`src/rtl/serial_tx.sv`:
```
// Parallel-to-serial transmitter: sends a DATA_W word one bit per TICK_DIV clocks, LSB first by default.
// Define PARITY_EN to append one even-parity bit after the data bits.
module serial_tx #(
   parameter int unsigned DATA_W    = 8,
   parameter int unsigned TICK_DIV  = 5000000,
   parameter int unsigned MSB_FIRST = 0
) (
   input  logic              clk,
   input  logic              rst,
   input  logic [DATA_W-1:0] data_in,
   input  logic              valid,
   output logic              ready,
   output logic              out,
   output logic              frame,
   output logic              done
);

   localparam int unsigned IW = $clog2(DATA_W);
   localparam int unsigned CW = $clog2(TICK_DIV + 1);
   localparam logic [IW-1:0] LAST_BIT = IW'(DATA_W - 1);
   localparam logic [CW-1:0] TICK_MAX = CW'(TICK_DIV - 1);

`ifdef PARITY_EN
   typedef enum logic [1:0] {IDLE, SHIFT, PAR, DONE} state_t;
`else
   typedef enum logic [1:0] {IDLE, SHIFT, DONE} state_t;
`endif

   state_t            state, state_next;
   logic [DATA_W-1:0] shreg, shreg_next;
   logic [IW-1:0]     bit_idx, bit_idx_next;
   logic [CW-1:0]     tick_cnt, tick_next;
   logic              out_next;
   logic              tick;
`ifdef PARITY_EN
   logic              par, par_next;
`endif

   assign tick  = (tick_cnt == TICK_MAX);
   assign ready = (state == IDLE);
   assign done  = (state == DONE);
`ifdef PARITY_EN
   assign frame = (state == SHIFT) || (state == PAR);
`else
   assign frame = (state == SHIFT);
`endif

   always_comb begin
      state_next   = state;
      shreg_next   = shreg;
      bit_idx_next = bit_idx;
      tick_next    = tick_cnt;
      out_next     = out;
`ifdef PARITY_EN
      par_next     = par;
`endif
      case (state)
         IDLE: begin
            out_next = 1'b0;
            if (valid) begin
               state_next   = SHIFT;
               shreg_next   = data_in;
               bit_idx_next = '0;
               tick_next    = '0;
               out_next     = (MSB_FIRST != 0) ? data_in[DATA_W-1] : data_in[0];
`ifdef PARITY_EN
               par_next     = ^data_in;
`endif
            end
         end
         SHIFT: begin
            tick_next = tick ? '0 : tick_cnt + 1'b1;
            if (tick) begin
               if (bit_idx != LAST_BIT) begin
                  bit_idx_next = bit_idx + 1'b1;
                  // out is loaded with the bit that becomes the shift-out end after this shift
                  if (MSB_FIRST != 0) begin
                     shreg_next = {shreg[DATA_W-2:0], 1'b0};
                     out_next   = shreg[DATA_W-2];
                  end else begin
                     shreg_next = {1'b0, shreg[DATA_W-1:1]};
                     out_next   = shreg[1];
                  end
               end else begin
`ifdef PARITY_EN
                  state_next = PAR;
                  out_next   = par;
`else
                  state_next = DONE;
                  out_next   = 1'b0;
`endif
               end
            end
         end
`ifdef PARITY_EN
         PAR: begin
            tick_next = tick ? '0 : tick_cnt + 1'b1;
            if (tick) begin
               state_next = DONE;
               out_next   = 1'b0;
            end
         end
`endif
         DONE: begin
            state_next = IDLE;
            out_next   = 1'b0;
         end
         default: begin
            state_next = IDLE;
            out_next   = 1'b0;
         end
      endcase
   end

   always_ff @(posedge clk or negedge rst) begin
      if (!rst) begin
         state    <= IDLE;
         shreg    <= '0;
         bit_idx  <= '0;
         tick_cnt <= '0;
         out      <= 1'b0;
`ifdef PARITY_EN
         par      <= 1'b0;
`endif
      end else begin
         state    <= state_next;
         shreg    <= shreg_next;
         bit_idx  <= bit_idx_next;
         tick_cnt <= tick_next;
         out      <= out_next;
`ifdef PARITY_EN
         par      <= par_next;
`endif
      end
   end

endmodule

```
`config.mk`:
```
export PLATFORM = sky130hd
export DESIGN_NAME = serial_tx
export DESIGN_NICKNAME = d
export VERILOG_FILES = /design/src/rtl/serial_tx.sv
export SDC_FILE = /design/constraint.sdc
export NUM_CORES = 1
export LEC_CHECK = 0
export CORE_ASPECT_RATIO = 0.7
export CORE_MARGIN = 2
export CORE_UTILIZATION = 52
export CTS_CLUSTER_SIZE = 8
export DETAILED_ROUTE_END_ITERATION = 10
export PLACE_DENSITY = 0.75
export SLEW_MARGIN = 5
export SYNTH_ARGS = -nofsm -noshare
export SYNTH_HDL_FRONTEND = slang
export SYNTH_SLANG_ARGS = --single-unit
```
`constraint.sdc`:
```
create_clock -name clk -period 1.74 [get_ports clk]
set_input_delay 0.348 -clock clk [delete_from_list [all_inputs] [get_ports clk]]
set_output_delay 0.348 -clock clk [all_outputs]
set_load 0.02 [all_outputs]
```
Word level (Yosys, flattened, before mapping) --
Cells that the tools add are included.
Storage, ports and cells: bits of input ports 11, flip-flop bits (word level) 37, output and inout bits 4
Cells by class: multiplexer cells 19, reduce and logical (&&, ||, !) cells 5, add/sub/neg operators 2, equality and inequality tests 8
Operators with widths (number):
- 23-bit 2-to-1 mux | 2
- 23-bit one-hot mux with 2 select lines | 1
- 8-bit 2-to-1 mux | 3
- 23-bit by 1-bit adder with 23-bit output (second input constant) | 1
- 23-bit == test (second input constant) | 1
- 8-bit one-hot mux with 2 select lines | 1
- 3-bit 2-to-1 mux | 3
- 2-bit 2-to-1 mux | 3
- 3-bit one-hot mux with 2 select lines | 1
- 2-bit by 1-bit inequality test with 1-bit output (second input constant) | 2
- 2-bit inequality test (second input constant) | 2
- 2-bit one-hot mux with 2 select lines | 1
- 4-bit AND reduction | 1
- 3-bit by 1-bit adder with 3-bit output (second input constant) | 1
- 1-bit 2-to-1 mux | 3
- 3-bit inequality test (second input constant) | 1
- 3-bit AND reduction | 1
- 2-bit by 1-bit == test with 1-bit output (second input constant) | 1
- 2-bit == test (second input constant) | 1
- 2-bit zero test | 1
- 1-bit one-hot mux with 2 select lines | 1
- 2-bit AND reduction | 1
- 2-bit nonzero test | 1

Longest topological paths before layout --
Gate-level depths: netlist of the first run.
depth after elaboration 4, gate-level depth with buffers 7, depth with buffers taken out 6

Least setup slack after synthesis of the first run --
OpenSTA, ideal clock, no wires.
path type reg-to-reg, start point register bit_idx[0], end point register bit_idx[0], setup time 0.125 ns, stages on the path, launching flop included 7, data required time 1.615 ns, slack -0.174 ns, data arrival time 1.789 ns, cells stage by stage dfrtp_1 > ha_1 > ha_1 > nand2b_1 > a21oi_1 > nand2_2 > mux2_2
On the way: cells in the longest elaborated chain, start to end 4, elaborated cells on any way between the ends 7
Ends and longest elaborated chain:
- start: declaration | RTL line 31 | logic [IW-1:0] bit_idx, bit_idx_next;
- start signal: assignment | RTL line 128 | bit_idx <= bit_idx_next;
- 3-bit by 1-bit adder with 3-bit output | RTL line 75 | bit_idx_next = bit_idx + 1'b1;
- 3-bit 2-to-1 mux | RTL line 74 | if (bit_idx != LAST_BIT) begin
- 3-bit 2-to-1 mux | RTL line 73 | if (tick) begin
- 3-bit one-hot mux with 2 select lines | RTL line 57 | case (state)
Several ways; a longest one is shown, not always the timed one. The select of a mux whose other input is x is not followed. A chain may end at the register's enable or synchronous reset.

Worst setup path in the final report of the first run --
start point register tick_cnt[1], end point register tick_cnt[20]
On the way: cells in the longest elaborated chain, start to end 3, elaborated cells on any way between the ends 4
Ends and longest elaborated chain:
- start: declaration | RTL line 32 | logic [CW-1:0] tick_cnt, tick_next;
- start signal: assignment | RTL line 129 | tick_cnt <= tick_next;
- 23-bit by 1-bit adder with 23-bit output or 23-bit == test (tied branches) | RTL line 72, 39
- 23-bit 2-to-1 mux (*) | RTL line 72 | tick_next = tick ? '0 : tick_cnt + 1'b1;
- 23-bit one-hot mux with 2 select lines (*) | RTL line 57
Every way passes the cells marked *; elsewhere a longest branch is shown, timed or not.

==> impl_metrics.csv, run 1 <==
group,metric,value,unit
cells_and_area,postLayoutCellArea,2775,sq um
detailed_routing,vias,2032,
synth,synth_edf_count,0,
outcome,violations,"negative setup slack",
detailed_routing,drc,0,
critical_path,worst_path_max_delay_cell,"or4_4",
detailed_routing,drtIter0Drc,277,
clock_tree,cts_tree,"built",
placement,hpwlAfterDp,3729,um
die,die_y,56.03,um
synth,synth_ff_type,"dfrtp_1",
synth,synth-simple-area-share,25.33,%
critical_path,r2r_slack,-0.07,ns
detailed_routing,antenna_left,0,
critical_path,arrival,2.04,ns
critical_path,r2r-start,"tick_cnt[1]",
outcome,status,"finished, violations left",
synth,synth_compound_area_share,21.10,%
power,finalPower,2.495,mW
sta,finalMaxSlewViolations,0,
clock_tree,cts.sinks,36,
cells_and_area,layout-drive-gt1-share,33.45,%
placement,port_buffers,14,
sta,setup_ws,-0.06500,ns
global_routing,grt_remaining_overflow,0,
sta,grt_setup_unrepaired,"true",
die,design.core.area,3603,sq um
synth,syn_inst,220,
sta,max_freq,554.0,MHz
clock_tree,clockBufferDepth,2,
global_routing,grt_pass1_wl,8901,um
clock_tree,path_clk_slew,0.08,ns
sta,maxSlewHeadroom,68.98,%
sta,hold_violations,0,
synth,async_reset_ff_share,100.0,%
critical_path,cp_max_fo,6,
cells_and_area,num_antenna_cells,0,
sta,fin_crit,1.805,ns
synth,synth.area.mux_share,1.556,%
critical_path,crit_buf_inv,1,
placement,post-place-cells,309,
cells_and_area,mostFrequentLayoutCells,"buf_4, dfrtp_1, nand2_1",
placement,place_congestion,0.9221,
synth,synth_top_family_by_area,"simple AND/OR/NAND/NOR gates",
sta,fin_skew,0.009185,ns
synth,synth-seq-cells,36,
cells_and_area,final_util,77.01,%
placement,post-place-ws,-0.09995,ns
synth,ys_seq_area_share,44.80,%
clock_tree,htreeDepth,2,
detailed_routing,drt_pass1_iterations,5,
global_routing,grt_pass1_vias,1913,
critical_path,path_delay_family,"simple AND/OR/NAND/NOR gates",
clock_tree,cts_buffers,5,
detailed_routing,drt_wl_total,5876,um
hold_path,hp-class,"input port to async pin",
clock_tree,clkLatencyLatePin,0.31,ns
die,num_io_pins,15,
power,leakage,1.218,nW
detailed_routing,wire_per_inst,18.08,um
clock_tree,cts_root_buf,"clkbuf_8",
synth,syn_avg_cell_area,9.139,sq um
die,num_rows,18,
sta,setup_viol,12,
critical_path,critPathCaptureType,"flop",
sta,hold_ws,0.4509,ns
synth,syn_area,2011,sq um
synth,yosys_warnings,0,
cells_and_area,nets,288,
critical_path,critPathRequiredTime,1.98,ns
critical_path,crit_chain,"ha_4 -> buf_4 -> nand3_1 -> or4_4 -> or3_1 -> o21ai_1",
cells_and_area,area_delta_synth_final,38.02,%
critical_path,crit_type,"flop to flop",
global_routing,antenna_found_initial,0,
sta,tightest_slew,0.4653,ns
power,pwr_density_cell,899.1,nW/um^2
die,initial_core_util,55.80,%
critical_path,reg2reg_depth,6,
critical_path,rr_endpoint,"tick_cnt[20]",
flow_run,cap_violations,0,
cells_and_area,finalNonFillerCells,325,
synth,yosys.area_share.xor_xnor,0,%
critical_path,max_stage_delay,0.44,ns
sta,finalSetupTns,-0.2579,ns
synth,yosysUniqueCellTypes,43,
die,dieWidth,78.32,um
placement,dpl_cell_area,2460,sq um
global_routing,grt_start_max_net_pins,37,
synth,synthAdderAreaFrac,1.867,%
global_routing,grt.total_usage,26.09,%
sta,fin_crit_sh,103.7,%
detailed_routing,viasPerCell,6.252,
critical_path,startpoint_type,"flop",
die,dieArea,4388,sq um
synth,syn_nets,234,
cells_and_area,layout_commonest_cell,"buf_4",
power,ir_drop,865.1,uV
-- worst max-delay path by stage --
stage / cells past startpoint / slack (ns) / startpoint / endpoint
6_report: 6 / -0.07 / tick_cnt[1] / tick_cnt[20]
4_1_cts: 6 / -0.01 / tick_cnt[17] / tick_cnt[14]
3_3_place_gp: 5 / 0.02 / tick_cnt[7] / tick_cnt[20]
2_1_floorplan: 6 / -0.006 / tick_cnt[15] / bit_idx[0]
5_1_grt: 6 / -0.11 / tick_cnt[1] / tick_cnt[20]
3_5_place_dp: 6 / -0.1 / tick_cnt[10] / tick_cnt[13]
-- kinds of logic after synthesis --
| logic type | Yosys count |
|---|---|
| buf+inv | 24 |
| compound gates | 68 |
| fa+ha+maj | 3 |
| simple gates | 86 |
| mux | 3 |
| flops | 36 |
-- worst register-to-register path, delay by kind of cell, from the launching register on --
kind | cells | cell delay [ns]
compound gates | 1 | 0.08
fa+ha+maj | 1 | 0.18
buf+inv | 1 | 0.15
flops | 1 | 0.42
simple gates | 3 | 0.89
-- cell usage after synthesis, drive strengths merged (3+ instances only) --
cell / n / share of area, %
a21o: 5 / 1.9
a21oi: 21 / 5.2
a22o: 9 / 3.9
and3: 7 / 2.2
and4: 4 / 1.7
buf: 8 / 2.4
clkbuf: 6 / 1.1
dfrtp: 36 / 45
ha: 3 / 1.9
inv: 10 / 1.9
nand2: 18 / 3.6
nand2b: 3 / 0.93
nand3: 16 / 4.0
nand4: 9 / 3.1
nor2: 4 / 0.75
nor3: 3 / 0.75
nor4: 3 / 1.2
o21ai: 21 / 5.4
o21bai: 3 / 1.1
o31ai: 3 / 1.1
or3: 8 / 2.5
-- timing repair --
action,in CTS,in global routing
hold endpoints to repair,0,0
endpoints found under the setup margin,22,32
gates resized for setup,16,30
hold buffers,0,0
pin swaps,2,9
setup buffers,2,6
-- per-layer routing --
layer | GRT usage (%) | up-vias | wire (um)
met5 | 0 | - | 0
met4 | 12.53 | 0 | 111
met3 | 5.519 | 11 | 390
met2 | 38.55 | 96 | 2843
met1 | 36.56 | 1004 | 2531
li1 | - | 921 | -
-- state kept, by name, summed over array words and instances (netlist names) --
register  flops
bit_idx       3
out           1
shreg         7
state         2
tick_cnt     23
-- layout make-up --
cell class / instances / area (sq um)
tap: 50 / 62.56
multi-input combinational: 160 / 1159
fill: 240 / 828.3
timing repair buffer: 61 / 521.8
clock inverter: 2 / 10.01
clock buffer: 6 / 82.58
sequential: 36 / 902.1
inverter: 10 / 37.54
-- power breakdown --
part	switching, mW	leakage, nW	internal [mW]
Combinational	0.324	0.725	0.392
Clock	0.330	0.0510	0.316
Sequential	0.144	0.442	0.990
Total	0.798	1.22	1.70
Note: power is estimated with default switching activity, not from simulation.
==> run 2: changes to the inputs <==
--- a/config.mk
+++ b/config.mk
@@ -7,10 +7,10 @@
 export LEC_CHECK = 0
 export CORE_ASPECT_RATIO = 0.7
 export CORE_MARGIN = 2
-export CORE_UTILIZATION = 52
+export CORE_UTILIZATION = 55
 export CTS_CLUSTER_SIZE = 8
 export DETAILED_ROUTE_END_ITERATION = 10
-export PLACE_DENSITY = 0.75
+export PLACE_DENSITY = 0.76
 export SLEW_MARGIN = 5
 export SYNTH_ARGS = -nofsm -noshare
 export SYNTH_HDL_FRONTEND = slang
==> constraint.sdc (replaced) <==
create_clock -name clk -period 1.9 [get_ports clk]
set_input_delay 0.38 -clock clk [delete_from_list [all_inputs] [get_ports clk]]
set_output_delay 0.38 -clock clk [all_outputs]
set_load 0.02 [all_outputs]
==> run 2 against run 1 <==
The run now ends clean. Die area down 5.1%. Worst hold slack better by 0.035 ns. Global-route usage down 0.53 points. Sequential share of layout area up 4.7 points. Critical path depth down 4. First-iteration DRC count down 47%. Final area down 12%. Sequential power down 5%. Core utilization down 7.8 points. Final cell count down 8.3%. Critical endpoint is now ready. Largest cell class unchanged. Largest power group unchanged.
==> impl_metrics.csv, run 2 (synthesized netlist as in run 1, its figures left out) <==
group,metric,value,unit
outcome,status,"finished clean",
clock_tree,htreeDepth,2,
cells_and_area,layout-drive-gt1-share,20.56,%
sta,max_freq,536.5,MHz
cells_and_area,mostFrequentLayoutCells,"dfrtp_1, a21oi_1, buf_4",
cells_and_area,top_regs,"tick_cnt (23), shreg (7), bit_idx (3)",
cells_and_area,fillers,277,
sta,grt_setup_unrepaired,"false",
die,num_rows,18,
die,die_y,54.59,um
clock_tree,ctsHoldBuffers,0,
power,leakage,1.054,nW
clock_tree,cts_tree,"built",
clock_tree,cts_setup_buffers,0,
detailed_routing,wire_per_inst,16.48,um
die,dieWidth,76.27,um
detailed_routing,drt_pass1_iterations,4,
placement,post-place-ws,0.03788,ns
global_routing,grt_remaining_overflow,0,
clock_tree,cts_buffers,5,
placement,port_buffers,14,
cells_and_area,layout_commonest_cell,"dfrtp_1",
critical_path,critPathRequiredTime,1.52,ns
die,design.core.area,3513,sq um
global_routing,grt.total_usage,25.56,%
critical_path,critPathCaptureType,"primary output",
die,num_io_pins,15,
cells_and_area,nets,261,
sta,hold_violations,0,
power,ir_drop,629.3,uV
cells_and_area,top_register,"tick_cnt",
die,initial_core_util,57.23,%
sta,finalSetupTns,0,ns
detailed_routing,drc,0,
global_routing,antenna_found_initial,0,
critical_path,cp_max_fo,8,
sta,maxSlewHeadroom,68.95,%
clock_tree,path_clk_slew,0.07,ns
clock_tree,clkLatencyLatePin,0.29,ns
sta,fin_crit_sh,98.11,%
cells_and_area,num_antenna_cells,0,
placement,hpwlAfterDp,3446,um
detailed_routing,antenna_left,0,
sta,fin_crit,1.864,ns
critical_path,arrival,1.48,ns
power,pwr_density_cell,831.8,nW/um^2
critical_path,crit_type,"flop to primary output",
sta,fin_skew,0.003192,ns
cells_and_area,area_delta_synth_final,20.97,%
cells_and_area,largest_register_ffs,23,
placement,place_congestion,0.8806,
clock_tree,cts.sinks,36,
sta,setup_ws,0.03600,ns
sta,tightest_slew,0.4657,ns
detailed_routing,viasPerCell,6.023,
detailed_routing,drt_wl_total,4912,um
detailed_routing,vias,1795,
global_routing,grt_pass1_wl,8128,um
detailed_routing,drtIter0Drc,147,
sta,setup_viol,0,
flow_run,cap_violations,0,
hold_path,hp-class,"flop to flop",
critical_path,startpoint_type,"flop",
global_routing,grt_start_max_net_pins,37,
clock_tree,clockBufferDepth,2,
global_routing,grt_pass1_vias,1664,
die,dieArea,4163,sq um
clock_tree,cts_root_buf,"clkbuf_8",
sta,finalMaxSlewViolations,0,
run 2: metal layers:
metal  up-vias  track usage [%]  share of wire, %
met1       857            36.80                50
met5         -                0                 0
met4         0            10.91               1.3
met2        61            37.76                43
li1        869                -                 -
met3         8            5.611               5.9
run 2: critical path: stages, from the launching register on:
cell	delay [ns]
dfrtp_1	0.45
nor2_1	0.13
clkdlybuf4s50_1	0.61
run 2: path summary, 6_finish.rpt:
path | from | end | slack [ns] | depth (start not counted)
max | state[0] | ready | 0.04 | 2
min | out | out | 0.49 | 2
max reg2reg | tick_cnt[12] | tick_cnt[20] | 0.09 | 5
min reg2reg | out | out | 0.49 | 2
max in group asynchronous | rst | tick_cnt[7] | 1.05 | 2
min in group asynchronous | rst | tick_cnt[14] | 0.50 | 2
run 2: power by group:
group	switching [mW]	internal (mW)	total (mW)
Clock	0.282	0.289	0.572
Combinational	0.182	0.202	0.383
Sequential	0.157	0.910	1.07
run 2: area by class of cell:
cell class                      instances  area, sq um  share of cell area (%)
Sequential cell                        36        905.9                   37.24
Tap cell                               50        62.56                   2.572
Clock inverter                          2        10.01                  0.4115
Multi-Input combinational cell        160         1030                   42.34
Timing Repair Buffer                   34        304.0                   12.50
Clock buffer                            6        82.58                   3.395
Inverter                               10        37.54                   1.543
run 2: per-stage QoR:
step / hold WS (ns) / util, % / total power, mW / area [sq um] / cells
2_1_floorplan: 0.08441 / - / 1.264 / 2014 / 220
3_3_place_gp: 0.4696 / 65.74 / 1.416 / 2310 / 290
3_5_place_dp: 0.4749 / 65.74 / 1.445 / 2310 / 290
4_1_cts: 0.4905 / 68.34 / 2.018 / 2401 / 298
5_1_grt: 0.5243 / 69.23 / 2.127 / 2432 / 298
6_report: 0.4856 / 69.23 / 2.023 / 2432 / 298
run 2: timing repair:
item | CTS | global route
cloned | 0 | 0
endpoints found under the setup margin | 1 | 25
resized for setup | 1 | 13
pin swaps | 0 | 1
==> run 3: changes to the inputs <==
--- a/config.mk
+++ b/config.mk
@@ -11,6 +11,7 @@
 export CTS_CLUSTER_SIZE = 8
 export DETAILED_ROUTE_END_ITERATION = 10
 export PLACE_DENSITY = 0.76
+export REMOVE_ABC_BUFFERS = 1
 export SLEW_MARGIN = 5
 export SYNTH_ARGS = -nofsm -noshare
 export SYNTH_HDL_FRONTEND = slang
==> run 3 against run 2 <==
Critical path depth rose by 4. Routed wire length rose by 2.0%. Critical path type is now flop to flop. Global-route usage rose by 0.18 points. First-iteration DRC count rose by 4.1%. Final area barely moved. Critical endpoint is now tick_cnt[21]. Clock-buffer cell count rose by 2. Final cell count rose by 0.67%. Worst hold slack improved by 0.0085 ns. Sequential cell count did not move. Die area did not move. Clock skew rose by 0.0037 ns. Largest cell class unchanged. Worst setup slack improved by 0.033 ns.
==> impl_metrics.csv, run 3 (synthesized netlist as in run 1, its figures left out) <==
group,metric,value,unit
critical_path,arrival,2.01,ns
detailed_routing,viasPerCell,6.007,
die,dieArea,4163,sq um
global_routing,grt.total_usage,25.74,%
critical_path,crit_type,"flop to flop",
critical_path,path_common_cell,"a21o_1",
die,initial_core_util,57.23,%
hold_path,hp-class,"input port to async pin",
power,pwr_density_cell,851.8,nW/um^2
sta,finalMaxSlewViolations,0,
sta,fin_crit_sh,96.38,%
critical_path,max_stage_delay,0.46,ns
sta,max_freq,546.1,MHz
detailed_routing,drt_pass1_iterations,5,
clock_tree,ctsHoldBuffers,0,
cells_and_area,largest_register_ffs,23,
cells_and_area,area_delta_synth_final,21.03,%
cells_and_area,num_antenna_cells,0,
detailed_routing,drt_wl_total,5011,um
detailed_routing,drc,0,
clock_tree,clkLatencyLatePin,0.29,ns
critical_path,startpoint_type,"flop",
die,design.core.area,3513,sq um
cells_and_area,nets,263,
detailed_routing,wire_per_inst,16.70,um
sta,fin_crit,1.831,ns
clock_tree,cts_tree,"built",
global_routing,grt_pass1_vias,1651,
die,num_io_pins,15,
sta,setup_viol,0,
power,power_frac_seq,50.6,%
global_routing,antenna_found_initial,0,
die,die_y,54.59,um
clock_tree,cts_buffers,5,
power,netSwitchingPower,637.3,uW
global_routing,grt_start_max_net_pins,37,
critical_path,critPathCaptureType,"flop",
critical_path,crit_chain,"nor4b_2 -> nand4_2 -> o21a_1 -> buf_4 -> a21o_1 -> a21o_1",
critical_path,worst_path_max_delay_cell,"dfrtp_2",
cells_and_area,fillers,273,
placement,dpl_cell_area,2313,sq um
cells_and_area,layout-drive-gt1-share,18.40,%
clock_tree,htreeDepth,2,
sta,grt_setup_unrepaired,"true",
global_routing,grt_pass1_wl,8217,um
power,combPwrFrac,22.1,%
placement,port_buffers,14,
clock_tree,clockBufferDepth,2,
placement,place_congestion,0.8958,
sta,fin_skew,0.006892,ns
power,leakage,1.084,nW
power,ir_drop,920.3,uV
power,pwr-share-clk,27.3,%
detailed_routing,antenna_left,0,
cells_and_area,layout_commonest_cell,"dfrtp_1",
sta,hold_violations,0,
placement,hpwlAfterDp,3480,um
sta,maxSlewHeadroom,69.85,%
flow_run,cap_violations,0,
cells_and_area,postLayoutCellArea,2434,sq um
detailed_routing,vias,1802,
clock_tree,cts_root_buf,"clkbuf_8",
outcome,status,"finished clean",
critical_path,critPathRequiredTime,2.08,ns
die,dieWidth,76.27,um
sta,tightest_slew,0.4522,ns
clock_tree,path_clk_slew,0.07,ns
power,switching_share,30.75,%
cells_and_area,top_regs,"tick_cnt (23), shreg (7), bit_idx (3)",
detailed_routing,drtIter0Drc,153,
global_routing,grt_remaining_overflow,0,
die,num_rows,18,
clock_tree,cts.sinks,36,
critical_path,cp_max_fo,12,
power,finalPower,2.073,mW
power,internal_power,1.436,mW
cells_and_area,mostFrequentLayoutCells,"dfrtp_1, buf_4, a21oi_1",
cells_and_area,top_register,"tick_cnt",
## run 3: per-stage QoR
| step | setup TNS (ns) | utilization, % | instances | setup slack, ns | hold slack, ns |
|---|---|---|---|---|---|
| 2_1_floorplan | -0.1137 | - | 206 | -0.04777 | 0.08441 |
| 3_3_place_gp | 0 | 65.85 | 291 | 0.09547 | 0.4617 |
| 3_5_place_dp | 0 | 65.85 | 291 | 0.04541 | 0.4994 |
| 4_1_cts | 0 | 68.38 | 299 | 0.02305 | 0.5176 |
| 5_1_grt | -0.008956 | 69.27 | 300 | -0.007831 | 0.5200 |
| 6_report | 0 | 69.27 | 300 | 0.06874 | 0.4942 |
## run 3: power groups by stage
stage / logic (mW) / registers, mW / clock network, mW
floorplan: 0.212 / 1.04 / 0
global placement: 0.418 / 1.04 / 0
detailed placement: 0.450 / 1.05 / 0
CTS: 0.452 / 1.04 / 0.572
global route: 0.511 / 1.07 / 0.622
finish: 0.459 / 1.05 / 0.566
## run 3: critical path, delay by kind of cell (launching register included)
| family | cells | cell delay (ns) |
|---|---|---|
| simple gates | 2 | 0.53 |
| compound gates | 3 | 0.56 |
| buf+inv | 1 | 0.17 |
| flops | 1 | 0.46 |
## run 3: timing repair
| item | in CTS | in global routing |
|---|---|---|
| gates cloned | 0 | 0 |
| setup endpoints to repair | 1 | 17 |
| pin swaps | 0 | 0 |
| buffers inserted | 0 | 1 |
| gates resized for setup | 1 | 10 |
## run 3: worst paths after layout
check	cells after the start	endpoint	startpoint	slack, ns
max	6	tick_cnt[21]	tick_cnt[10]	0.07
min	2	tick_cnt[14]	rst	0.49
max reg2reg	6	tick_cnt[21]	tick_cnt[10]	0.07
min reg2reg	2	out	out	0.51
max in group asynchronous	2	tick_cnt[15]	rst	1.06
min in group clk	2	out	out	0.51
## run 3: per-layer routing
metal / share of wire [%] / track usage (%) / wire [um]
met2: 45 / 39.53 / 2252
met1: 47 / 36.92 / 2379
met3: 6.4 / 5.941 / 323
met4: 1.1 / 7.576 / 56
met5: 0 / 0 / 0
## run 3: final cells by class
cell class	instances	area [sq um]	area share, %
sequential	36	903.4	37.12
tap	50	62.56	2.571
clock buffer	8	90.09	3.702
timing repair buffer	36	321.6	13.21
multi-input combinational	160	1018	41.85
inverter	10	37.54	1.542
